## config.mk

```make
export PLATFORM = sky130hd
export DESIGN_NAME = mem_req_queue
export DESIGN_NICKNAME = d
export VERILOG_FILES = /design/src/rtl/mem_req_queue.sv
export SDC_FILE = /design/constraint.sdc
export NUM_CORES = 1
export LEC_CHECK = 0
export BUFFER_PORTS_ARGS = -buffer_cell sky130_fd_sc_hd__buf_4
export CAP_MARGIN = 20
export CORE_ASPECT_RATIO = 0.7
export CORE_MARGIN = 2
export CORE_UTILIZATION = 40
export CTS_CLUSTER_DIAMETER = 100
export DETAILED_ROUTE_END_ITERATION = 7
export GPL_TIMING_DRIVEN = 0
export PLACE_DENSITY_LB_ADDON = 0.08
export SLEW_MARGIN = 5
export SYNTH_ARGS = -nofsm -noshare
export SYNTH_HDL_FRONTEND = slang
export SYNTH_SLANG_ARGS = --single-unit
```

## constraint.sdc

```tcl
create_clock -name clk -period 2.7 [get_ports clk]
set_clock_uncertainty 0.2 [all_clocks]
set_input_delay 0.135 -clock clk [delete_from_list [all_inputs] [get_ports clk]]
set_output_delay 0.135 -clock clk [all_outputs]
set_load 0.01 [all_outputs]
```

## src/rtl/mem_req_queue.sv

```systemverilog
// mem_req_queue: round-robin collects cache fill/writeback requests into
// one in-order FIFO and issues them one at a time to the memory controller.
module mem_req_queue #(
  parameter int NUM_CACHES = 2,
  parameter int DEPTH      = 4,
  localparam int CW = (NUM_CACHES > 1) ? $clog2(NUM_CACHES) : 1,
  localparam int PW = $clog2(DEPTH),
  localparam int NW = $clog2(DEPTH + 1)
) (
  input  logic                     clk,
  input  logic                     rst,
  input  logic [NUM_CACHES-1:0]    IN_req_valid,
  input  logic [NUM_CACHES-1:0]    IN_req_we,
  input  logic [NUM_CACHES*10-1:0] IN_req_sramAddr,
  input  logic [NUM_CACHES*30-1:0] IN_req_extAddr,
  output logic [NUM_CACHES-1:0]    OUT_req_ready,
  output logic [NUM_CACHES-1:0]    OUT_pending,
  output logic [NUM_CACHES-1:0]    OUT_done,
  output logic                     OUT_MC_ce,
  output logic                     OUT_MC_we,
  output logic [CW-1:0]            OUT_MC_cacheID,
  output logic [9:0]               OUT_MC_sramAddr,
  output logic [29:0]              OUT_MC_extAddr,
  input  logic                     IN_MC_busy
);

  typedef enum logic [1:0] {
    S_IDLE,
    S_ISSUE,
    S_WAITB,
    S_ACTIVE
  } state_t;

  function automatic logic [CW-1:0] f_wrap(
    input logic [CW-1:0] a,
    input int            k
  );
    int s;
    s = int'(a) + k;
    if (s >= NUM_CACHES) s = s - NUM_CACHES;
    return CW'(s);
  endfunction

  state_t r_state;

  logic [CW-1:0] r_rr;
  logic [PW-1:0] r_wr;
  logic [PW-1:0] r_rd;
  logic [NW-1:0] r_cnt;

  logic          r_qwe   [DEPTH];
  logic [CW-1:0] r_qid   [DEPTH];
  logic [9:0]    r_qsram [DEPTH];
  logic [29:0]   r_qext  [DEPTH];

  logic [NW-1:0] r_pend [NUM_CACHES];

  logic                  r_mc_ce;
  logic                  r_mc_we;
  logic [CW-1:0]         r_mc_id;
  logic [9:0]            r_mc_sram;
  logic [29:0]           r_mc_ext;
  logic [NUM_CACHES-1:0] r_done;

  logic                  w_found;
  logic [CW-1:0]         w_idx;
  logic [CW-1:0]         w_gid;
  logic                  w_space;
  logic                  w_push;
  logic                  w_pop;
  logic [NUM_CACHES-1:0] w_pinc;
  logic [NUM_CACHES-1:0] w_pdec;
  logic                  w_gwe;
  logic [9:0]            w_gsram;
  logic [29:0]           w_gext;
  logic [CW-1:0]         w_hid;

  // First valid port at or above the round-robin pointer wins.
  always_comb begin
    w_found = 1'b0;
    w_gid   = '0;
    w_idx   = '0;
    for (int k = 0; k < NUM_CACHES; k++) begin
      w_idx = f_wrap(r_rr, k);
      if (!w_found && IN_req_valid[w_idx]) begin
        w_found = 1'b1;
        w_gid   = w_idx;
      end
    end
  end

  assign w_space = r_cnt < NW'(DEPTH);
  assign w_push  = !rst && w_space && w_found;
  assign w_pinc  = w_push ? (NUM_CACHES'(1) << w_gid) : '0;
  assign OUT_req_ready = w_pinc;

  assign w_gwe   = IN_req_we[w_gid];
  assign w_gsram = IN_req_sramAddr[int'(w_gid)*10 +: 10];
  assign w_gext  = IN_req_extAddr[int'(w_gid)*30 +: 30];

  assign w_hid  = r_qid[r_rd];
  assign w_pop  = (r_state == S_ACTIVE) && !IN_MC_busy;
  assign w_pdec = w_pop ? (NUM_CACHES'(1) << w_hid) : '0;

  always_ff @(posedge clk) begin
    if (w_push) begin
      r_qwe[r_wr]   <= w_gwe;
      r_qid[r_wr]   <= w_gid;
      r_qsram[r_wr] <= w_gsram;
      r_qext[r_wr]  <= w_gext;
    end
  end

  always_ff @(posedge clk) begin
    if (rst) begin
      r_wr  <= '0;
      r_rd  <= '0;
      r_cnt <= '0;
      r_rr  <= '0;
    end else begin
      if (w_push) begin
        r_wr <= r_wr + 1'b1;
        r_rr <= f_wrap(w_gid, 1);
      end
      if (w_pop) r_rd <= r_rd + 1'b1;
      if (w_push && !w_pop) r_cnt <= r_cnt + 1'b1;
      else if (w_pop && !w_push) r_cnt <= r_cnt - 1'b1;
    end
  end

  always_ff @(posedge clk) begin
    for (int i = 0; i < NUM_CACHES; i++) begin
      if (rst) r_pend[i] <= '0;
      else if (w_pinc[i] && !w_pdec[i]) r_pend[i] <= r_pend[i] + 1'b1;
      else if (w_pdec[i] && !w_pinc[i]) r_pend[i] <= r_pend[i] - 1'b1;
    end
  end

  always_comb begin
    OUT_pending = '0;
    for (int i = 0; i < NUM_CACHES; i++)
      OUT_pending[i] = r_pend[i] != '0;
  end

  // ce is a single-cycle strobe; the address fields hold until next issue.
  always_ff @(posedge clk) begin
    if (rst) begin
      r_state   <= S_IDLE;
      r_mc_ce   <= 1'b0;
      r_mc_we   <= 1'b0;
      r_mc_id   <= '0;
      r_mc_sram <= '0;
      r_mc_ext  <= '0;
      r_done    <= '0;
    end else begin
      r_done <= '0;
      unique case (r_state)
        S_IDLE: begin
          if (r_cnt != '0 && !IN_MC_busy) begin
            r_mc_ce   <= 1'b1;
            r_mc_we   <= r_qwe[r_rd];
            r_mc_id   <= w_hid;
            r_mc_sram <= r_qsram[r_rd];
            r_mc_ext  <= r_qext[r_rd];
            r_state   <= S_ISSUE;
          end
        end
        S_ISSUE: begin
          r_mc_ce <= 1'b0;
          r_state <= S_WAITB;
        end
        S_WAITB: begin
          if (IN_MC_busy) r_state <= S_ACTIVE;
        end
        S_ACTIVE: begin
          if (w_pop) begin
            r_done  <= w_pdec;
            r_state <= S_IDLE;
          end
        end
        default: r_state <= S_IDLE;
      endcase
    end
  end

  assign OUT_MC_ce       = r_mc_ce;
  assign OUT_MC_we       = r_mc_we;
  assign OUT_MC_cacheID  = r_mc_id;
  assign OUT_MC_sramAddr = r_mc_sram;
  assign OUT_MC_extAddr  = r_mc_ext;
  assign OUT_done        = r_done;

endmodule

```

# Word-level counts from Yosys, hierarchy flattened
# Memories as Yosys holds them, arrays and structs flattened. A register that Yosys moved wholly into a read port is not among the register bits.
# Cells that the tools add are included.
# Widths: inputs -> output; s select.
dict set report totals {
  register_bits 14
  mem_bits_rw 174
  input_bits 87
  out_inout_bits 49
  elab_cells 128
  memories 5
}
# name depth word_bits read_ports rd_clocked_by_memory_dff write_ports line
set memory_table {}
lappend memory_table {r_qext 4 30 1 1 1 54} ;# logic [29:0] r_qext [DEPTH];
lappend memory_table {r_qsram 4 10 1 1 1 53} ;# logic [9:0] r_qsram [DEPTH];
lappend memory_table {r_pend 2 3 2 0 2 56} ;# logic [NW-1:0] r_pend [NUM_CACHES];
lappend memory_table {r_qid 4 1 1 1 1 52} ;# logic [CW-1:0] r_qid [DEPTH];
lappend memory_table {r_qwe 4 1 1 1 1 51} ;# logic r_qwe [DEPTH];
dict set report op_classes {
  add_sub_neg 13
  multipliers 2
  n_lt_le_gt_ge 7
  eq_ne 6
  shifts 4
  muxes 47
  n_bitwise 6
  n_reduce_logical 30
}
# cell count
set ops {}
lappend ops {{$shiftx 60x7->30} 1}
lappend ops {{$mux 1} 32}
lappend ops {{$shiftx 20x6->10} 1}
lappend ops {{$mux 3} 6}
lappend ops {{$mux 2} 7}
lappend ops {{$logic_and 1x1->1} 11}
lappend ops {{$add 3x1->3 const B} 3}
lappend ops {{$logic_not 1->1} 9}
lappend ops {{$reduce_bool 3->1} 3}
lappend ops {{$sub 3x1->3 const B} 3}
lappend ops {{$pmux 2 s4} 1}
lappend ops {{$lt 1x2->1 const B} 3}
lappend ops {{$ne 2x2->1 const B} 3}
lappend ops {{$mul 1x4->5 const B} 1}
lappend ops {{$add 1x1->2 const B} 2}
lappend ops {{$add 2x1->2 const B} 2}
lappend ops {{$eq 2x2->1 const B} 2}
lappend ops {{$ge 2x2->1 const B} 2}
lappend ops {{$mul 1x3->4 const B} 1}
lappend ops {{$or 1x1->1} 4}
lappend ops {{$reduce_and 2->1} 2}
lappend ops {{$reduce_bool 2->1} 2}
lappend ops {{$shl 1x1->2 const A} 2}
lappend ops {{$lt 3x3->1 const B} 1}
lappend ops {{other kinds (8)} 11}

# Logic depth before layout (Yosys ltp)
dict set report logic_depth {
  word_depth 17
  depth_mapped 9
  mapped_depth_nobuf 9
}

# Worst setup path before layout
# Ideal clock, no wire load.
dict set report synth_timing {
  kind {flip-flop to flip-flop}
  from {register r_cnt[2]}
  to {memory r_qext[0][0], enable pin}
  setup_ps 404
  arrival_ps 1826
  required_time_ps 2096
  slack_ps 271
  path_stages_with_launch 5
  path_buffers 1
  period_less_slack_ps 2429
  path_cell_list {dfxtp_1 buf_6 nor2_1 o21a_1 and2_1}
}
dict set report synth_between {
  elab_chain_cells 5
}
# element line
set synth_rtl {}
lappend synth_rtl {{start, declared} 49} ;# logic [NW-1:0] r_cnt;
lappend synth_rtl {{start signal, assigned} 126} ;# if (w_push && !w_pop) r_cnt <= r_cnt + 1'b1;
lappend synth_rtl {{start signal, assigned} 127} ;# else if (w_pop && !w_push) r_cnt <= r_cnt - 1'b1;
lappend synth_rtl {{$lt 3x3->1} 92} ;# assign w_space = r_cnt < NW'(DEPTH);
lappend synth_rtl {{$logic_and 1x1->1 (2 in series)} 93} ;# assign w_push = !rst && w_space && w_found;
lappend synth_rtl {{$mux 1} 106} ;# if (w_push) begin
lappend synth_rtl {{$mux 1 (not written as such)} 110} ;# r_qext[r_wr] <= w_gext;
lappend synth_rtl {{end, declared} 54}
# Every way passes these cells.

# Worst setup path after layout
dict set report layout_timing {
  from {register r_rr}
  to {memory r_qext[2][4], data pin}
}
dict set report layout_between {
  elab_chain_cells 10
  word_cells_on_any_way 18
  classes_between {add/sub (3); mul (1); order compare (2); shift (1); mux (9); reduce/logical (2)}
}
# element line
set layout_rtl {}
lappend layout_rtl {{start, declared} 46} ;# logic [CW-1:0] r_rr;
lappend layout_rtl {{start signal, assigned} 123} ;# r_rr <= f_wrap(w_gid, 1);
lappend layout_rtl {{$ge 1x2->1 or $sub 1x1->1 (tied branches)} 40} ;# if (s >= NUM_CACHES) s = s - NUM_CACHES;
lappend layout_rtl {{$mux 1} 40}
lappend layout_rtl {{$mux 1 (not written as such) (2 in series)} 85} ;# if (!w_found && IN_req_valid[w_idx]) begin
lappend layout_rtl {{$mux 1} 85}
lappend layout_rtl {{$logic_not 1->1} 85}
lappend layout_rtl {{$logic_and 1x1->1} 85}
lappend layout_rtl {{$mux 1 (*)} 85}
lappend layout_rtl {{$mul 1x4->5 (*)} 99} ;# assign w_gext = IN_req_extAddr[int'(w_gid)*30 +: 30];
lappend layout_rtl {{$shiftx 60x7->30 (*)} 99}
lappend layout_rtl {{via w_gext[4]} 75} ;# logic [29:0] w_gext;
# Mark *: on every way through the listed nets, which the timed path passes. The rest lies on a longest branch. The select of a mux whose other input is x is not followed.

==> results.toml <==
[outcome]
outcome = "finished with violations"
violations = "hold timing"

[layout]
final_net_count = 930
layout_common_cells = "edfxtp_1 (174), buf_4 (134), nand2_1 (91), dlygate4sd3_1 (86), dfxtp_1 (57)"
layout-drive-gt1-share_pct = 33.6
final_cells = 1157
syn2layout_area_growth_pct = 33.5
antenna-diode-count = 0
final_common_cell = "edfxtp_1"

[yosys]
synth_edf_count = 174
synth_nets = 681
synth.avg_cell_area_um2 = 15.9
ys_ff_latch = 231
synth.cell_area_um2 = 9210
ys.flop_type = "edfxtp_1"
yosysTopAreaCell = "edfxtp_1"
syn_inst = 579
async_flop_share_pct = 0
ys_warn_count = 0
synth_top_area_share_pct = 56.8
synthTopCellsByArea = "edfxtp_1 (57%), dfxtp_1 (12%), mux4_2 (10%), mux2_2 (5.0%), nand2_1 (3.7%)"
synth-seq-area-share_pct = 69.2
ys_types = 39

[route]
drt_iter0_drc = 352
finalWirelength_um = 20700
drt-pass1-iter-count = 5
vias_per_cell = 4.86
drcViolationCount = 0
routedWlPerCell_um = 17.9
antenna_left = 0
vias = 5621

[job]
cap_violations = 0

[floorplanning]
start_util_pct = 40.7
top_level_ports = 136
die_w_um = 185
fp.coreArea_um2 = 22600
die_height_um = 131
dieArea_um2 = 24300
num_rows = 46

[cts]
root_buffer = "clkbuf_16"
clk_path_buf_depth = 3
cts_sinks = 231
cts_tree = "yes"
cts.clk_slew.worst_paths_ns = 0.06
clk_latency_ns = 0.51
cts_htree_levels = 1
post_cts_buffers = 0
numCtsBuffers = 23

[placement]
dp_hpwl_um = 13300
numPortBuffers = 134
place_inst = 1029
dpl_worst_slack_ns = 0.0599
place_congestion = 0.760

[sta]
clock.fmax_mhz = 390
fin_ws_ns = 0.134
setup_violations = 0
finalCriticalPeriod_ns = 2.57
fin_hold_ws_ns = -0.0174
slew_violations = 0
hold_viol_final = 1
worst_pin_slew_ns = 0.697
rsz0062_at_grt = "no"
fin_crit_sh_pct = 95.0
relSlewSlack_pct = 53.5

[power_and_ir_drop]
total_power_w = 0.00938
ir_worst_vdd_mv = 0.448
power.density_nw_per_um2 = 764
p_leak_nw = 4.43

[global_route]
grt_pass1_wl_um = 31500
antenna_found_initial = 0
grt_pass1_vias = 5752
overflow = 0
grt_max_degree = 24
track_usage_pct = 17.4

[critical_path]
criticalPathCategory = "register to register"
critPathTopFamily = "buffers and inverters"
path_max_fanout = 10
slowest_stage = "dlygate4sd3_1"
critPathArrivalTime_ns = 2.59
cp-end-kind = "register"
path_buf_inv = 2
crit_path_start_kind = "register"
cp_slowest_stage_delay_ns = 0.62
required_ns = 2.72
cp_cell_sequence = "nand2b_1, nand2_1, clkbuf_4, mux2_2, dlygate4sd3_1"

[hold_path]
hold_class = "primary input to register"
cell usage after synthesis (13+ instances only):
cell and count:
inv_1 15, nor2_1 13, buf_2 17, mux4_2 42, ha_1 13, dfxtp_1 57, edfxtp_1 174, mux2_2 41
clkbuf_1 13, nand2_1 91, a21oi_1 45
power breakdown:
part	total, W	switching [W]	leakage, nW	internal (W)
registers	0.00447	0.000164	2.06	0.00430
clock network	0.00307	0.00130	0.356	0.00177
logic	0.00184	0.000978	2.02	0.000865
total	0.00938	0.00244	4.43	0.00694
cells by family after synthesis:
group                    synth area share (%)
XOR/XNOR                                0.761
multiplexers                             15.6
AND/OR/NAND/NOR                          6.54
flip-flops                               69.2
buffers and inverters                    2.19
adder cells (fa/ha/maj)                  2.20
AO/OA/AOI/OAI                            3.53
stage by stage:
step	setup TNS, ns	hold WS (ns)	instance area [um^2]	util [%]
2_1_floorplan	0	0.135	9210	-
5_1_grt	0	0.0171	12300	54.3
3_3_place_gp	-130.03	0.245	10600	46.9
4_1_cts	0	0.0123	12300	54.3
6_report	0	-0.0174	12300	54.3
3_5_place_dp	0	0.250	10700	47.2
routing by layer:
layer  part of all wire (%)  global-route usage [%]  routed length [um]  up-vias
met3                    4.6                    2.49                 963       26
met5                      0                       0                   0        -
li1                       -                       -                   -     2664
met2                     49                    30.4               10200      136
met1                     45                    23.6                9240     2795
met4                    1.6                    3.78                 331        0
final timing paths:
check | from | end | slack, ns | cells after the start
max reg2reg | r_rr | r_qext[2][4] | 0.13 | 5
max | r_rr | r_qext[2][4] | 0.13 | 5
min | rst | OUT_done[1] | -0.02 | 2
min reg2reg | OUT_MC_extAddr[11] | OUT_MC_extAddr[11] | 0.26 | 2
state kept, by name, indices dropped and copies added, names as in the netlist, 2 cells and up, named ones only:
name             count
r_qext             120
r_qsram             40
OUT_MC_extAddr      30
OUT_MC_sramAddr     10
r_pend               6
r_qid                4
r_qwe                4
r_cnt                3
OUT_done             2
r_rd                 2
r_state              2
r_wr                 2
what timing repair did:
item                                   in CTS  in global routing
endpoints found under the hold margin     177                  0
gates resized for setup                     0                  4
setup endpoints to repair                   0                 35
hold buffers                               86                  0
final cells by class:
class,count,area [um^2]
buffer,31,150
clock buffer,28,594
clock inverter,14,130
fill,1901,10300
inverter,15,56.3
multi-input combinational,302,2650
sequential,231,6370
tap,312,390
timing repair buffer,224,1950
worst reg2reg max path: stages (launching register included):
cell	delay, ns
dfxtp_1	0.32
nand2b_1	0.20
nand2_1	0.23
clkbuf_4	0.35
mux2_2	0.38
dlygate4sd3_1	0.62
(Power assumes the default switching activity.)
